--- config.mk ---
export PLATFORM = sky130hd
export DESIGN_NAME = pipeline_pack
export DESIGN_NICKNAME = d
export VERILOG_FILES = /design/src/rtl/pipeline_pkg.sv /design/src/rtl/pipeline_obuf.sv /design/src/rtl/pipeline_pack.sv
export SDC_FILE = /design/constraint.sdc
export NUM_CORES = 1
export LEC_CHECK = 0
export CAP_MARGIN = 30
export CORE_MARGIN = 2
export CORE_UTILIZATION = 53
export DETAILED_ROUTE_END_ITERATION = 8
export GPL_TIMING_DRIVEN = 0
export PLACE_DENSITY = 0.79
export SYNTH_ARGS = -nofsm -noshare
export SYNTH_HDL_FRONTEND = slang
export SYNTH_SLANG_ARGS = --single-unit
--- constraint.sdc ---
create_clock -name clock -period 1.99 [get_ports clock]
set_clock_uncertainty 0.05 [all_clocks]
set_input_delay 0.4975 -clock clock [delete_from_list [all_inputs] [get_ports clock]]
set_output_delay 0.4975 -clock clock [all_outputs]
set_load 0.1 [all_outputs]
--- src/rtl/pipeline_pkg.sv ---
// Shared helpers for the pipeline stages.
//   count_bits(n) : width needed to hold the values 0..n inclusive.
package pipeline_pkg;

  function automatic int count_bits(input int n);
    return $clog2(n + 1);
  endfunction

endpackage

--- src/rtl/pipeline_obuf.sv ---
// Single-entry registered output buffer with valid/ready.
// Handshake: a word transfers on any rising edge where valid_o & ready_i.
// ready_o = ~valid_o | ready_i, so a new word may be loaded in the same
// cycle the current one drains (no bubble).
//   clock, reset_n : clock, synchronous active-low reset
//   load_i, data_i : capture data_i and raise valid (caller only loads when ready_o)
//   ready_i        : downstream accepts the held word
//   data_o, valid_o: held word and its valid flag
//   ready_o        : buffer can take a new word this cycle
module pipeline_obuf #(
  parameter int W = 8
) (
  input  logic         clock,
  input  logic         reset_n,
  input  logic         load_i,
  input  logic [W-1:0] data_i,
  input  logic         ready_i,
  output logic [W-1:0] data_o,
  output logic         valid_o,
  output logic         ready_o
);

  logic [W-1:0] data_q, data_d;
  logic         valid_q, valid_d;

  always_comb begin
    data_d  = data_q;
    valid_d = valid_q;
    if (load_i) begin
      // Load wins over drain: the new word replaces the departing one.
      data_d  = data_i;
      valid_d = 1'b1;
    end else if (valid_q && ready_i) begin
      // Data is kept; only the valid flag drops.
      valid_d = 1'b0;
    end
  end

  always_ff @(posedge clock) begin
    if (!reset_n) begin
      data_q  <= '0;
      valid_q <= 1'b0;
    end else begin
      data_q  <= data_d;
      valid_q <= valid_d;
    end
  end

  assign data_o  = data_q;
  assign valid_o = valid_q;
  assign ready_o = ~valid_q | ready_i;

endmodule

--- src/rtl/pipeline_pack.sv ---
// Width-converting packer: gathers RATIO accepted VALUE_BITS beats (or fewer
// when i_last closes a word early) into one RATIO*VALUE_BITS word, lane 0 in
// the low bits, and presents it through a registered valid/ready output.
// Handshake on both sides: a transfer happens on a rising edge where
// valid & ready are both high; ready never depends on valid.
//   clock, reset_n          : clock, synchronous active-low reset
//   i_value, i_last, i_valid: input beat, end-of-stream flag, beat valid
//   o_ready                 : input beat accepted this cycle if i_valid
//   o_value, o_count, o_last: packed word, filled lanes (1..RATIO), closed by i_last
//   o_valid, i_ready        : output word valid, downstream ready
module pipeline_pack
  import pipeline_pkg::*;
#(
  parameter  int VALUE_BITS = 8,
  parameter  int RATIO      = 4,
  localparam int COUNT_BITS = count_bits(RATIO)
) (
  input  logic                        clock,
  input  logic                        reset_n,
  input  logic [VALUE_BITS-1:0]       i_value,
  input  logic                        i_last,
  input  logic                        i_valid,
  output logic                        o_ready,
  output logic [RATIO*VALUE_BITS-1:0] o_value,
  output logic [COUNT_BITS-1:0]       o_count,
  output logic                        o_last,
  output logic                        o_valid,
  input  logic                        i_ready
);

  localparam int WORD_BITS = RATIO * VALUE_BITS;
  localparam int OBUF_W    = WORD_BITS + COUNT_BITS + 1;

  logic [COUNT_BITS-1:0] fill_q, fill_d;
  logic [WORD_BITS-1:0]  acc_q, acc_d;
  logic [WORD_BITS-1:0]  merged;
  logic                  accept;
  logic                  close;
  logic                  load;
  logic [OBUF_W-1:0]     obuf_din;
  logic [OBUF_W-1:0]     obuf_dout;

  assign accept = i_valid & o_ready;
  assign close  = (fill_q == COUNT_BITS'(RATIO - 1)) | i_last;
  assign load   = accept & close;

  // Accumulator with the current beat dropped into lane fill_q. Lanes above
  // fill_q are zero because the accumulator is cleared after every close.
  always_comb begin
    merged = acc_q;
    for (int l = 0; l < RATIO; l++) begin
      if (fill_q == COUNT_BITS'(l)) begin
        merged[l*VALUE_BITS +: VALUE_BITS] = i_value;
      end
    end
  end

  always_comb begin
    fill_d = fill_q;
    acc_d  = acc_q;
    if (accept) begin
      if (close) begin
        fill_d = '0;
        acc_d  = '0;
      end else begin
        fill_d = fill_q + COUNT_BITS'(1);
        acc_d  = merged;
      end
    end
  end

  always_ff @(posedge clock) begin
    if (!reset_n) begin
      fill_q <= '0;
      acc_q  <= '0;
    end else begin
      fill_q <= fill_d;
      acc_q  <= acc_d;
    end
  end

  assign obuf_din = {i_last, fill_q + COUNT_BITS'(1), merged};

  pipeline_obuf #(
    .W(OBUF_W)
  ) u_obuf (
    .clock   (clock),
    .reset_n (reset_n),
    .load_i  (load),
    .data_i  (obuf_din),
    .ready_i (i_ready),
    .data_o  (obuf_dout),
    .valid_o (o_valid),
    .ready_o (o_ready)
  );

  assign o_value = obuf_dout[WORD_BITS-1:0];
  assign o_count = obuf_dout[WORD_BITS +: COUNT_BITS];
  assign o_last  = obuf_dout[OBUF_W-1];

endmodule

==> results.txt, run 1 <==
----------------------------------------------------
[Power and ir drop]
  Share of total power consumed by net switching ... 33.9%
  Pint ... 2.22 mW
  Share of total power in combinational logic ... 23.5%
  Power Total ... 3.35 mW
  Pwr dens ... 850 mW/mm2
  Leakage Power ... 1.42 nW
  Clock group share of total power ... 30.8%
  Fraction of power consumed by sequential logic ... 45.7%
  P_sw ... 1.14 mW
  Worst voltage drop across the vdd grid ... 0.000587 V

[Logic synthesis]
  Synth Register Bits ... 72
  Cell type contributing the most total cell area after synthesis ... dfxtp_1
  Mapped Area ... 0.00307 mm2
  Commonest cells in the netlist ... dfxtp_1 (72), nand2_1 (35), a31oi_1 (34)
  Async set-reset flop share out of synthesis ... 0%
  Largest cells by area after synthesis ... dfxtp_1 (47%), mux2i_1 (11%), a211oi_1 (8.1%)
  Prevailing post-synth register cell ... dfxtp_1
  Gate count after technology mapping ... 308
  Synthesis warning total ... 0
  Synthesized Nets ... 326
  Number of distinct library cell variants in the gate-level netlist after synthesis ... 30
  Proportion of synthesized chip area in sequential cells ... 46.9%
  Syn avg cell area ... 9.98 um2
  Cell with the most instances after synthesis ... dfxtp_1
  Yosys top cell area share ... 46.9%
  Post-synth EDFFs ... 0

[Floorplan]
  Initial core utilization ... 55.5%
  Core region area ... 0.00554 mm2
  I/O pin count ... 51
  Number of standard-cell rows in the floorplan ... 27
  Height of the chip ... 80.2 um
  Area enclosed by the die boundary ... 0.00643 mm2
  Width of the die ... 80.2 um

[Cells and area]
  Share of final-layout standard cells stronger than drive strength 1 ... 23.8%
  Sequential Area ... 0.00144 mm2
  Total inserted antenna cells ... 0
  Final core occ ... 71.2%
  Layout Nets ... 392
  Combined area of the multi-input logic cells ... 0.00142 mm2
  Filler Cells Inserted ... 427
  Area added between synthesis and finish ... 28.3%

[Critical path]
  CP Max Fanout ... 10
  Standard cell with the maximum stage delay on the critical path ... dfxtp_1
  Worst path max stage delay ... 0.40 ns
  Data arrival time of the critical path ... 2.10 ns
  Crit. End Element ... register
  Kind of start point of the critical path ... register
  Worst setup path category ... register to register
  CP top delay family ... buffers and inverters
  Crit path required time ... 2.15 ns
  Buf+Inv Stages, Crit Path ... 2
  Critical-path cell list ... ha_1, ha_1, buf_4, nor2_4, nor3_4, buf_4, a211oi_1

[Global route]
  Number of antenna violations at the first check in global routing ... 0
  Wire length of the first global-routing pass ... 13400 um
  Global-route congestion overflow total ... 0
  Pin count of the biggest net entering global routing ... 12
  Overall global routing resource usage ... 28.2%
  Vias in the first global route ... 2531

[Drt]
  Routed via count divided by cell count ... 6.16
  Residual antenna-violating net count after detailed routing ... 0
  Number of iterations in the first detailed-routing pass ... 6
  Post-DR wirelength/cell ... 19.1 um
  Overall via count from detail_route ... 2772
  DRC ... 0
  Total Routed Length ... 8610 um
  Initial DRC count ... 179

[STA]
  Part of the cycle the worst path needs ... 97.2%
  Number of slew-limit violations in the final report ... 0
  Relative slew slack ... 62.7%
  Total of endpoints with negative setup slack in the final report ... 0
  Post-route minimum period ... 1.94 ns
  Post-route worst hold slack ... 0.418 ns
  RSZ-0062 raised after global routing ... yes
  Maximum clock frequency ... 517 MHz
  Number of endpoints with negative hold slack in the final report ... 0
  Actual slew at the worst max-slew pin ... 0.562 ns

[Clock tree]
  Hold_buf cts ... 0
  TritonCTS clock tree ... yes
  Clock insertion delay at the later pin of the skew report ... 0.35 ns
  Max H-tree Level ... 3
  Clock buffer count from CTS ... 9
  Buffers from clock root to sink, at most ... 2
  CTS root buffer ... clkbuf_8
  Clock transition at path regs ... 0.07 ns
  Num Clock Sinks ... 72

[Place]
  Gpl congestion ... 0.893
  IO buf count ... 48
  Post-detailed-placement half-perimeter wirelength ... 5810 um

[Job]
  Max-cap violations ... 0

[Hold path]
  Class of the tightest hold or removal check ... register to register

[Run status]
  Run status ... completed

----------------------------------------------------
[timing repair]
item                                    4_1_cts  5_1_grt
pin swaps                                     1        4
buffers inserted                              4        3
endpoints found under the setup margin       66       55
resized for setup                           127        0
[layout make-up]
| type | instances | share of cell area (%) |
|---|---|---|
| inverter | 6 | 0.571 |
| timing repair buffer | 55 | 14.9 |
| buffer | 30 | 5.20 |
| multi-input combinational | 200 | 36.1 |
| clock buffer | 12 | 3.93 |
| sequential | 72 | 36.6 |
| clock inverter | 3 | 0.444 |
| tap | 72 | 2.28 |
[cell families (layout without fill, tap and decap cells)]
group / after synthesis / after routing / synth area share, %
compound gates: 104 / 104 / 23.6
fa+ha+maj: 5 / 5 / 2.04
buf+inv: 36 / 106 / 6.80
flops: 72 / 72 / 46.9
mux: 33 / 33 / 10.7
simple gates: 58 / 58 / 9.97
[metrics by stage]
step           setup TNS [ns]  std cells  area [um2]  setup slack [ns]
2_1_floorplan               0        308        3080           0.00904
3_3_place_gp            -5.44        428        3650             -1.20
3_5_place_dp            -6.90        428        3650             -1.21
4_1_cts                     0        447        3920            0.0228
5_1_grt                -0.212        450        3950           -0.0274
6_report                    0        450        3950            0.0549
[tightest hold or removal path: stages (launching register included)]
cell,delay [ns]
dfxtp_1,0.31
nand2_1,0.05
mux2i_1,0.06
[cells in the final DEF, fill, tap and decap left out, types with 2 or more instances in the layout]
cell type        synthesis  final
dfxtp_1                 72     71
clkdlybuf4s15_2          0     37
nand2_1                 35     35
a31oi_1                 34     34
a211oi_1                33     33
mux2i_1                 33     33
o22ai_1                 24     24
buf_4                    7     15
clkbuf_8                 0     11
clkbuf_1                 9     10
clkdlybuf4s50_1          0      9
and3_1                   8      8
buf_6                    5      6
nand4_1                  6      6
inv_1                    5      5
buf_2                    8      5
ha_1                     5      5
a21oi_1                  4      4
o211a_4                  3      3
o21ai_0                  3      3
and2b_1                  2      2
clkinv_2                 0      2
[flip-flops by register name (all words and copies together), names as in the netlist]
register        cells
u_obuf.data_o      36
acc_q              32
fill_q              3
u_obuf.valid_o      1
[power groups by stage]
stage / combinational, mW / clock (mW) / sequential, mW
after global routing: 0.817 / 1.09 / 1.54
after CTS: 0.777 / 1.04 / 1.53
after detailed placement: 0.778 / 0 / 1.56
final: 0.787 / 1.03 / 1.53
after floorplan: 0.240 / 0 / 1.90
after global placement: 0.770 / 0 / 1.56
[per-layer routing]
metal	global-route usage, %	wire (um)	vias to the layer above
met5	0	0	-
li1	-	-	1293
met3	4.38	474	23
met1	38.1	3900	1323
met4	14.7	277	0
met2	43.3	3950	133
[path summary, 6_finish.rpt]
check | from | endpoint | slack, ns | cells after the start
worst min-delay path | u_obuf.data_o[33] | u_obuf.data_o[33] | 0.42 | 2
worst min register to register | u_obuf.data_o[33] | u_obuf.data_o[33] | 0.42 | 2
worst max-delay path | fill_q[1] | u_obuf.data_o[30] | 0.05 | 7
worst max register to register | fill_q[1] | u_obuf.data_o[30] | 0.05 | 7
Power figures use the tool's default switching activity.
==> inputs of run 2 (changes only) <==
- CAP_MARGIN: 30 -> unset
==> results of run 2 <==
Final layout, timing and power as in run 1 (identical DEF).
==> inputs of run 3 (changes only) <==
- CORE_UTILIZATION: 53 -> 33
- PLACE_DENSITY: 0.79 -> unset
==> results.txt, run 3 (synthesized netlist as in run 1, its figures left out) <==
----------------------------------------------------
[Run status]
  Run status ... completed

[Clock tree]
  Clock buffer count from CTS ... 9
  Clock insertion delay at the later pin of the skew report ... 0.35 ns
  Max H-tree Level ... 3
  Hold_buf cts ... 0
  Clock transition at path regs ... 0.07 ns
  CTS root buffer ... clkbuf_8
  TritonCTS clock tree ... yes
  Buffers from clock root to sink, at most ... 2
  Num Clock Sinks ... 72

[Cells and area]
  Most common library cell in the layout ignoring fill and taps ... dfxtp_1
  Filler Cells Inserted ... 886
  Commonest cells after routing, fill and taps aside ... dfxtp_1 (71), clkdlybuf4s15_2 (37), nand2_1 (35)
  Cell Count, Final, Fillers Out ... 489
  Area added between synthesis and finish ... 31.1%
  Layout Nets ... 391
  Total inserted antenna cells ... 0
  Share of final-layout standard cells stronger than drive strength 1 ... 23.8%
  Max FFs per register ... 36

[Drt]
  Initial DRC count ... 179
  Number of iterations in the first detailed-routing pass ... 4
  Overall via count from detail_route ... 2644
  Total Routed Length ... 8710 um
  Routed via count divided by cell count ... 5.41
  Residual antenna-violating net count after detailed routing ... 0
  DRC ... 0
  Post-DR wirelength/cell ... 17.8 um

[Floorplan]
  Core region area ... 0.00915 mm2
  Area enclosed by the die boundary ... 0.0101 mm2
  I/O pin count ... 51
  Initial core utilization ... 33.6%
  Height of the chip ... 101 um
  Width of the die ... 101 um
  Number of standard-cell rows in the floorplan ... 35

[Critical path]
  Critical-path cell list ... dlygate4sd2_1, nor2b_4, inv_1, buf_6, buf_8, buf_12
  R2r worst-path depth ... 7
  Launching point of the worst reg2reg path ... fill_q[0]
  Worst path max stage delay ... 0.26 ns
  End point of the critical path ... o_ready
  CP Max Fanout ... 10
  Reg-to-reg endpoint ... u_obuf.data_o[8]
  Kind of start point of the critical path ... input port
  Crit. End Element ... output port
  Standard cell with the maximum stage delay on the critical path ... dlygate4sd2_1
  Crit path required time ... 1.44 ns
  Setup slack of the worst register-to-register path ... 0.12 ns
  Worst Setup SP ... i_ready
  Worst setup path category ... input port to output port
  Data arrival time of the critical path ... 1.39 ns

[STA]
  Number of slew-limit violations in the final report ... 0
  RSZ-0062 raised after global routing ... yes
  Part of the cycle the worst path needs ... 97.3%
  Number of endpoints with negative hold slack in the final report ... 0
  Total of endpoints with negative setup slack in the final report ... 0
  Maximum clock frequency ... 517 MHz
  Actual slew at the worst max-slew pin ... 0.553 ns
  Relative slew slack ... 63.3%
  Post-route minimum period ... 1.94 ns
  Final critical-path setup slack ... 0.0542 ns

[Place]
  Placed Instances ... 467
  Placement Setup Slack ... -1.25 ns
  IO buf count ... 48
  Post-detailed-placement half-perimeter wirelength ... 5940 um
  Gpl congestion ... 0.877

[Hold path]
  Worst hold path startpoint ... u_obuf.data_o[33]
  Class of the tightest hold or removal check ... register to register

[Global route]
  Wire length of the first global-routing pass ... 14000 um
  Overall global routing resource usage ... 18.4%
  Global-route congestion overflow total ... 0
  Vias in the first global route ... 2573
  Pin count of the biggest net entering global routing ... 12
  Number of antenna violations at the first check in global routing ... 0

[Power and ir drop]
  Worst voltage drop across the vdd grid ... 0.000390 V
  Pwr dens ... 886 mW/mm2
  Leakage Power ... 1.44 nW

[Job]
  Max-cap violations ... 0

----------------------------------------------------
[run 3: layout make-up]
cell class,count,area [um2],area share (%)
Clock inverter,2,35.0,0.869
Multi-Input combinational cell,200,1420,35.3
Inverter,6,22.5,0.559
Clock buffer,14,183,4.53
Sequential cell,72,1440,35.8
Tap cell,111,139,3.45
Buffer,30,205,5.09
Timing Repair Buffer,54,581,14.4
[run 3: worst min-delay path by stage]
stage,end,slack (ns),cells past startpoint
finish,u_obuf.data_o[33],0.41,2
global route,acc_q[19],0.44,2
CTS,u_obuf.data_o[33],0.42,2
detailed placement,u_obuf.data_o[33],0.41,2
global placement,u_obuf.data_o[33],0.40,2
floorplan,acc_q[8],0.40,2
[run 3: metrics by stage]
step | power (mW) | hold slack (ns) | TNS, ns | utilization [%] | instance area (um2)
global route | 3.70 | 0.439 | -0.0549 | 44.0 | 4030
detailed placement | 2.35 | 0.408 | -6.99 | 40.4 | 3690
floorplan | 2.14 | 0.396 | 0 | - | 3080
global placement | 2.35 | 0.403 | -6.50 | 40.4 | 3690
finish | 3.57 | 0.413 | 0 | 44.0 | 4030
CTS | 3.58 | 0.416 | 0 | 43.7 | 4000
[run 3: timing repair]
| action | in CTS | in global routing |
|---|---|---|
| gates resized for setup | 124 | 3 |
| buffers inserted | 3 | 3 |
| endpoints found under the setup margin | 57 | 53 |
| gates cloned | 0 | 0 |
| pin swaps | 1 | 3 |
[run 3: worst max-delay path, delay by kind of cell]
family | cells | cell delay (ns)
simple gates | 1 | 0.13
buf+inv | 5 | 0.75
[run 3: power breakdown]
group          leakage [nW]  switching (mW)  internal [mW]
Clock                 0.113           0.541          0.716
Combinational         0.743           0.578          0.205
Sequential            0.587          0.0314           1.50
Total                  1.44            1.15           2.42
[run 3: layer usage]
metal / track usage (%) / vias to the layer above / share of wire (%)
met1: 24.8 / 1279 / 47
met4: 6.11 / 0 / 1.2
met2: 29.0 / 66 / 47
li1: - / 1293 / -
met5: 0 / - / 0
met3: 4.58 / 6 / 4.6
